==> config.mk <==
export PLATFORM = sky130hd
export DESIGN_NAME = ddr3_client_arbiter
export DESIGN_NICKNAME = d
export VERILOG_FILES = /design/src/rtl/ddr3_client_arbiter_pkg.sv /design/src/rtl/ddr3_client_arbiter_arb_pick.sv /design/src/rtl/ddr3_client_arbiter.sv
export SDC_FILE = /design/constraint.sdc
export NUM_CORES = 1
export LEC_CHECK = 0
export CORE_ASPECT_RATIO = 0.8
export CORE_MARGIN = 3
export CORE_UTILIZATION = 24
export CTS_CLUSTER_SIZE = 12
export DETAILED_ROUTE_END_ITERATION = 12
export PLACE_DENSITY = 0.87
export SETUP_SLACK_MARGIN = 0.02
export SLEW_MARGIN = 0
export SYNTH_ARGS = -nofsm -noshare
export SYNTH_HDL_FRONTEND = slang
export SYNTH_HIERARCHICAL = 1
export SYNTH_SLANG_ARGS = --single-unit
==> constraint.sdc <==
create_clock -name clk -period 1.64 [get_ports clk]
set_clock_uncertainty 0.05 [all_clocks]
set_input_delay 0.492 -clock clk [delete_from_list [all_inputs] [get_ports clk]]
set_output_delay 0.492 -clock clk [all_outputs]
set_load 0.05 [all_outputs]
==> src/rtl/ddr3_client_arbiter_pkg.sv <==
// Shared types and constants for the DDR3 client arbiter.
// Optional build macro: ARB_WATCHDOG_EN (ownership watchdog in the top level).
package ddr3_client_arbiter_pkg;

    // Default DDR3 byte-address width used by the arbiter.
    localparam int DDR3_ADDR_W = 28;

    // Width of the ownership watchdog counter.
    localparam int WD_W = 16;

    // Arbiter FSM: IDLE picks a winner, OWN forwards the owner's traffic.
    typedef enum logic {
        IDLE = 1'b0,
        OWN  = 1'b1
    } arb_state_t;

endpackage

==> src/rtl/ddr3_client_arbiter_arb_pick.sv <==
// Combinational winner selection for the DDR3 client arbiter.
// RR_MODE = 0: lowest set request index wins.
// RR_MODE = 1: first set index strictly after 'last', wrapping upward.
module arb_pick #(
    parameter int N_CLIENTS = 4,
    parameter int RR_MODE   = 0,
    localparam int IW       = (N_CLIENTS > 1) ? $clog2(N_CLIENTS) : 1
) (
    input  logic [N_CLIENTS-1:0] req,
    input  logic [IW-1:0]        last,
    output logic [N_CLIENTS-1:0] winner,
    output logic                 valid
);

    logic [IW-1:0] cand;
    // 'last' only steers the search in round-robin mode.
    logic          unused_last;

    assign unused_last = ^last;

    // Scan candidates from lowest to highest priority so the last hit is the winner.
    always_comb begin
        winner = '0;
        valid  = |req;
        cand   = '0;
        if (RR_MODE == 0) begin
            for (int i = N_CLIENTS - 1; i >= 0; i--) begin
                cand = IW'(i);
                if (req[cand]) begin
                    winner       = '0;
                    winner[cand] = 1'b1;
                end
            end
        end else begin
            for (int off = N_CLIENTS; off >= 1; off--) begin
                cand = IW'((int'(last) + off) % N_CLIENTS);
                if (req[cand]) begin
                    winner       = '0;
                    winner[cand] = 1'b1;
                end
            end
        end
    end

endmodule

==> src/rtl/ddr3_client_arbiter.sv <==
// Multi-client DDR3 bus arbiter: one owner at a time, no preemption,
// at least one IDLE cycle between grants. Owner's address/data/strobes are
// muxed onto the DDR3 side; a simultaneous rd+wr forwards only the read.
// Optional build macro: ARB_WATCHDOG_EN -- adds a 16-bit stall watchdog and
// the arb_timeout output; without it ownership is unbounded.
module ddr3_client_arbiter
    import ddr3_client_arbiter_pkg::*;
#(
    parameter int N_CLIENTS = 4,
    parameter int ADDR_W    = DDR3_ADDR_W,
    parameter int RR_MODE   = 0
) (
    input  logic                        clk,
    input  logic                        reset,
    input  logic [N_CLIENTS-1:0]        cli_req,
    input  logic [N_CLIENTS*ADDR_W-1:0] cli_addr,
    input  logic [N_CLIENTS-1:0]        cli_rd,
    input  logic [N_CLIENTS-1:0]        cli_wr,
    input  logic [N_CLIENTS*8-1:0]      cli_din,
    output logic [N_CLIENTS-1:0]        cli_grant,
    output logic [N_CLIENTS-1:0]        cli_ready,
    output logic [7:0]                  cli_dout,
    output logic [ADDR_W-1:0]           ddr3_addr,
    output logic                        ddr3_rd,
    output logic                        ddr3_wr,
    output logic [7:0]                  ddr3_din,
    output logic                        ddr3_request,
    input  logic [7:0]                  ddr3_dout,
    input  logic                        ddr3_ready,
`ifdef ARB_WATCHDOG_EN
    output logic                        arb_timeout,
`endif
    output arb_state_t                  dbg_state
);

    // Handshake: cli_req is a level held for the whole transfer sequence;
    // cli_rd/cli_wr are single-cycle strobes honoured only from the owner
    // (cli_grant bit set), and a strobe is accepted in the cycle where
    // cli_ready (ddr3_ready gated to the owner) is high. Strobes from
    // non-owners are dropped, never queued.

    localparam int IW = (N_CLIENTS > 1) ? $clog2(N_CLIENTS) : 1;

    arb_state_t           state_q, state_d;
    logic [N_CLIENTS-1:0] grant_q, grant_d;
    logic [IW-1:0]        last_q, last_d;
    logic [N_CLIENTS-1:0] elig_req;
    logic [N_CLIENTS-1:0] pick_winner;
    logic                 pick_valid;
    logic [IW-1:0]        pick_idx;
    logic [IW-1:0]        owner_idx;
    logic                 owner_req;
    logic                 owner_rd;
    logic                 owner_wr;
    logic                 wd_trip;

    arb_pick #(
        .N_CLIENTS (N_CLIENTS),
        .RR_MODE   (RR_MODE)
    ) u_pick (
        .req    (elig_req),
        .last   (last_q),
        .winner (pick_winner),
        .valid  (pick_valid)
    );

    // Encode the current owner and the fresh winner as indices.
    always_comb begin
        owner_idx = '0;
        pick_idx  = '0;
        for (int i = 0; i < N_CLIENTS; i++) begin
            if (grant_q[i])     owner_idx = IW'(i);
            if (pick_winner[i]) pick_idx  = IW'(i);
        end
    end

    assign owner_req = cli_req[owner_idx];
    assign owner_rd  = cli_rd[owner_idx];
    assign owner_wr  = cli_wr[owner_idx];

`ifdef ARB_WATCHDOG_EN
    logic [WD_W-1:0]      wd_cnt_q;
    logic [N_CLIENTS-1:0] wd_mask_q;
    logic                 wd_pulse_q;

    assign wd_trip     = (state_q == OWN) && (wd_cnt_q == {WD_W{1'b1}});
    assign elig_req    = cli_req & ~wd_mask_q;
    assign arb_timeout = wd_pulse_q;

    // Count strobe-free OWN cycles; a trip evicts the owner and masks it until its req falls.
    always_ff @(posedge clk or posedge reset) begin
        if (reset) begin
            wd_cnt_q   <= '0;
            wd_mask_q  <= '0;
            wd_pulse_q <= 1'b0;
        end else begin
            wd_pulse_q <= wd_trip;
            wd_mask_q  <= (wd_mask_q | (wd_trip ? grant_q : '0)) & cli_req;
            if (state_q != OWN || owner_rd || owner_wr || wd_trip) begin
                wd_cnt_q <= '0;
            end else begin
                wd_cnt_q <= wd_cnt_q + 1'b1;
            end
        end
    end
`else
    assign wd_trip  = 1'b0;
    assign elig_req = cli_req;
`endif

    // FSM state, grant and round-robin pointer registers.
    always_ff @(posedge clk or posedge reset) begin
        if (reset) begin
            state_q <= IDLE;
            grant_q <= '0;
            last_q  <= IW'(N_CLIENTS - 1);
        end else begin
            state_q <= state_d;
            grant_q <= grant_d;
            last_q  <= last_d;
        end
    end

    // Next-state logic: grant from IDLE, release when the owner drops req.
    always_comb begin
        state_d = state_q;
        grant_d = grant_q;
        last_d  = last_q;
        case (state_q)
            IDLE: begin
                if (pick_valid) begin
                    state_d = OWN;
                    grant_d = pick_winner;
                    last_d  = pick_idx;
                end
            end
            OWN: begin
                if (!owner_req || wd_trip) begin
                    state_d = IDLE;
                    grant_d = '0;
                end
            end
            default: begin
                state_d = IDLE;
                grant_d = '0;
            end
        endcase
    end

    // DDR3-side mux: owner's signals in OWN, all zero in IDLE.
    always_comb begin
        ddr3_request = 1'b0;
        ddr3_addr    = '0;
        ddr3_din     = '0;
        ddr3_rd      = 1'b0;
        ddr3_wr      = 1'b0;
        if (state_q == OWN) begin
            ddr3_request = 1'b1;
            ddr3_addr    = cli_addr[int'(owner_idx)*ADDR_W +: ADDR_W];
            ddr3_din     = cli_din[int'(owner_idx)*8 +: 8];
            ddr3_rd      = owner_rd;
            ddr3_wr      = owner_wr & ~owner_rd;
        end
    end

    assign cli_grant = grant_q;
    assign cli_ready = grant_q & {N_CLIENTS{ddr3_ready}};
    assign cli_dout  = ddr3_dout;
    assign dbg_state = state_q;

endmodule

After elaboration in Yosys (flattened, before gate mapping)
Index checks and enable logic that the tools add are counted.
- bits in registers: 5
- latch bits: 0
- bits in writable memories: 0
- ROM bits: 0
- input bits: 167
- output and inout port bits: 56
- logic and storage cells: 38
- memories kept: 0
- add/subtract/negate cells: 0
- multipliers: 1
- divide/modulo/power cells: 0
- magnitude comparators: 1
- equality and inequality tests: 2
- shift-type cells: 2
- mux-type cells: 24
- bitwise operators: 4
- reduce and logical (&&, ||, !) cells: 2
- operators by type and width (operator ; count):
    112-bit by 8-bit indexed part select with 28-bit output ; 1
    32-bit by 6-bit indexed part select with 8-bit output ; 1
    28-bit 2-to-1 mux ; 1
    4-bit 2-to-1 mux ; 6
    1-bit 2-to-1 mux ; 9
    8-bit 2-to-1 mux ; 1
    4-bit case mux with 2 select lines ; 1
    1-bit binary-select mux with 2-bit select ; 3
    2-bit by 3-bit multiplier with 5-bit output (second input constant) ; 1
    4-bit bitwise AND ; 1
    2-bit 2-to-1 mux ; 2
    2-bit inequality test (second input constant) ; 2
    4-bit OR reduction ; 1
    2-bit by 3-bit less-than comparator with 1-bit output (second input constant) ; 1
    1-bit NOT ; 2
    1-bit case mux with 2 select lines ; 1
    2-bit AND reduction ; 1
    1-bit bitwise AND ; 1

Logic depth before layout (Yosys ltp)
Gate-level depths: netlist (run 1).
- depth after elaboration: 8
- gate-level depth with buffers: 6

Modules after synthesis
Netlist (run 1), hierarchy kept.
- modules (own cells, without submodules) (module ; instances ; cells an instance ; area each (µm²) ; sequential area each (µm²)):
    ddr3_client_arbiter ; 1 ; 224 ; 1755.4 ; 177.7
    arb_pick ; 1 ; 5 ; 40.0 ; 0.0

Worst setup path before layout (run 1)
Ideal clock, no wire load.
- path type: register to output
- from: register grant_q[1] (netlist: cli_grant[1])
- to: output ddr3_wr
- arrival: 2.399 ns
- required time: 1.098 ns
- slack: -1.301 ns
- stages on the path, launching flop included: 6
- path buffers: 2
- path through: dfrtp_1 > buf_6 > buf_12 > mux2i_1 > a221oi_2 > nor3b_1
- longest elaborated chain between the ends: 8
- RTL lines (item ; RTL line ; text):
    start, declared ; ddr3_client_arbiter.sv:45 ; logic [N_CLIENTS-1:0] grant_q, grant_d;
    start signal, assigned ; ddr3_client_arbiter.sv:119 ; grant_q <= grant_d;
    1-bit 2-to-1 mux (*) ; ddr3_client_arbiter.sv:72 ; if (grant_q[i]) owner_idx = IW'(i);
    2-bit 2-to-1 mux (*) (2 in a row) ; ddr3_client_arbiter.sv:72 ;
    1-bit binary-select mux with 2-bit select ; ddr3_client_arbiter.sv:78 ; assign owner_rd = cli_rd[owner_idx];
    1-bit 2-to-1 mux (implied by the code) ; ddr3_client_arbiter.sv:78 ;
    1-bit NOT ; ddr3_client_arbiter.sv:162 ; ddr3_wr = owner_wr & ~owner_rd;
    1-bit bitwise AND (*) ; ddr3_client_arbiter.sv:162 ;
    1-bit 2-to-1 mux (*) ; ddr3_client_arbiter.sv:157 ; if (state_q == OWN) begin
    end, declared ; ddr3_client_arbiter.sv:25 ; output logic ddr3_wr,
Every way passes the cells marked *; elsewhere a longest branch is shown, timed or not. The select of a mux whose other input is x is not followed.

Worst setup path after layout (run 1)
- from: register grant_q[1] (netlist: cli_grant[1])
- to: output ddr3_addr[16]
- longest elaborated chain between the ends: 6
- RTL lines (item ; RTL line ; text):
    1-bit 2-to-1 mux ; ddr3_client_arbiter.sv:72 ;
    2-bit 2-to-1 mux (2 in a row) ; ddr3_client_arbiter.sv:72 ;
    2-bit by 3-bit multiplier with 5-bit output ; ddr3_client_arbiter.sv:159 ; ddr3_addr = cli_addr[int'(owner_idx)*ADDR_W +: ADDR_W];
    112-bit by 8-bit indexed part select with 28-bit output ; ddr3_client_arbiter.sv:159 ;
    28-bit 2-to-1 mux ; ddr3_client_arbiter.sv:157 ;
    end, declared ; ddr3_client_arbiter.sv:23 ; output logic [ADDR_W-1:0] ddr3_addr,
No other way between the ends.

==> out/summary.txt, run 1 <==
First DRT Iteration DRCs: 44
Vias in the first global route: 2943
Largest stage delay on the critical path: 0.43 ns
Share of layout cells above drive strength 1: 0.500
CP arrival: 1.74 ns
Wirelength per Cell: 22.7 µm
RSZ-0062 raised after global routing: yes
CTS tree: yes
Layout area overhead: 230%
Initial antenna violation count: 0
Cells after Synth: 221
Critical Path, Cell by Cell: buf_4 > clkbuf_16 > mux2_4 > mux2i_4 > o21ai_4 > buf_12
GRT met1 Usage: 0.263
Post-Route WL: 11.8 mm
Cell Area, Synth: 1720 µm²
Slew Viols, Final: 0
CTS Buf Count: 3
GR peak layer: met2
CP endpoint: ddr3_addr[16]
Die area: 8210 µm²
Crit-path slowest cell: dfrtp_2
Reg2reg end: cli_grant[1]
Achievable Freq: 438 MHz
CP startpoint: cli_grant[1]
Commonest non-fill, non-tap cell in the layout: clkdlybuf4s50_1
Met2 global-route usage: 0.518
Worst Max-Slew Pin Slew: 0.359 ns
Post-DP HPWL: 8.04 mm
Initial core utilization: 0.257
Largest net degree at the start of global routing: 25
WP buf/inv: 3
Clk buf depth: 2
Minimum clock period: 2.28 ns
CTS root buffer: clkbuf_8
Status: finished with violations
Core area: 6670 µm²
P_int: 4.15 mW
Total gr overflow: 0
DIE WIDTH: 101 µm
R2R setup slack: 0.03 ns
Setup violations, final: 41
Drt drc: 0
Clock transition at path regs: 0.04 ns
Startpoint Class: flop
CTS Hold Buffers Added: 0
Worst reg2reg startpoint: cli_grant[1]
Latest clock arrival within the worst-skew pair: 0.22 ns
Number of cells on the worst reg-to-reg path: 6
Clock network power share: 0.029
Grt met3 use: 0.0611
Worst Path Required: 1.10 ns
IO buf count: 206
Failing checks: negative setup slack
Row Count: 26
Setup TNS: -23.25 ns
Worst setup margin: -0.641 ns
Tcrit/Tclk final: 1.39
Avg Cell Area, Syn: 7.77 µm²
Via/cell ratio: 5.07
CP Depth: 6
RD Place Congestion: 0.852
Max transition margin: 0.761
Crit end category: output pin
Clock sinks: 5
Commonest non-fill, non-tap cells in the layout: clkdlybuf4s50_1, buf_12, nand2_1, mux2i_4, mux2_4
Gr usage total: 0.256
Ys Warns: 6
P_sw: 3.83 mW
Total power: 7.98 mW
Critical path class: flop to output pin
Syn Nets: 388
CTS H-Tree Depth: 1
Top Family by Delay on Critical Path: multiplexers
Min-delay worst type: input pin to async pin
Comb power frac: 0.944
PwrDens: 1410 nW/µm²
Switching share of total power: 0.480
Total number of vias: 2634
Antenna diodes: 0
Crit Path Max Fanout: 10
DRT Pass-1 Iters: 6
Post-route ant nets: 0
Maximum VDD drop: 1020 µV
Final Hold Vio Count: 0
Share of power burned in registers: 0.027
Die Y: 81.6 µm
Leak pwr: 2.13 nW
Ports: 223
Nets: 604
Max-cap violations: 0
First-pass GRT wire length: 16.3 mm
-- registers in the layout (all words and copies together) (netlist names) --
signal / count
cli_grant: 4
dbg_state: 1
-- metal layers --
layer	wire [µm]	vias to the layer above
met5	0	-
met4	265	0
met3	888	20
met2	6570	140
met1	4060	1256
li1	-	1218
-- repair_timing --
item,4_1_cts,5_1_grt
cloned,0,2
buffers inserted,7,5
resized for setup,83,30
endpoints found under the setup margin,48,48
pin swaps,6,10
-- stage by stage --
step / hold WS, ns / worst slack, ns / util / instance area (µm²) / instances
after detailed placement: 0.564 / -0.669 / 0.747 / 4980 / 504
after global placement: 0.530 / -0.641 / 0.747 / 4980 / 504
after floorplan: 0.220 / -0.504 / - / 2340 / 221
after CTS: 0.417 / -0.609 / 0.818 / 5450 / 514
after global routing: 0.443 / -0.692 / 0.848 / 5660 / 520
final: 0.417 / -0.641 / 0.848 / 5660 / 520
-- final cells by class --
type | instances | area, µm²
timing repair buffer | 241 | 2960
multi-input combinational | 183 | 2400
fill | 311 | 1010
sequential | 5 | 130
tap | 84 | 105
clock buffer | 4 | 45.0
inverter | 3 | 11.3
-- power groups by stage --
stage	registers (mW)	clock network, mW	logic (mW)
after floorplan	0.322	0	3.78
after global placement	0.219	0	6.61
after detailed placement	0.222	0	6.71
after CTS	0.224	0.236	7.19
after global routing	0.226	0.242	7.75
final	0.217	0.228	7.54
-- worst register-to-register path, delay by kind of cell (launching register included) --
kind	cells	cell delay, ns
buffers and inverters	3	0.49
flip-flops	1	0.43
AO/OA/AOI/OAI	2	0.43
multiplexers	1	0.12
-- worst min-delay path by stage --
| stage | end | cells past startpoint |
|---|---|---|
| floorplan | cli_grant[0] | 1 |
| global placement | cli_grant[0] | 2 |
| detailed placement | cli_grant[0] | 2 |
| CTS | cli_grant[0] | 2 |
| global route | cli_grant[0] | 2 |
| finish | cli_grant[0] | 2 |
Power figures use the tool's default switching activity.
==> inputs of run 2 (changes only) <==
--- a/config.mk
+++ b/config.mk
@@ -12,7 +12,6 @@
 export DETAILED_ROUTE_END_ITERATION = 12
 export PLACE_DENSITY = 0.87
 export SETUP_SLACK_MARGIN = 0.02
-export SLEW_MARGIN = 0
 export SYNTH_ARGS = -nofsm -noshare
 export SYNTH_HDL_FRONTEND = slang
 export SYNTH_HIERARCHICAL = 1
==> results of run 2 <==
No change in the layout: final DEF, timing and power equal those of run 1.
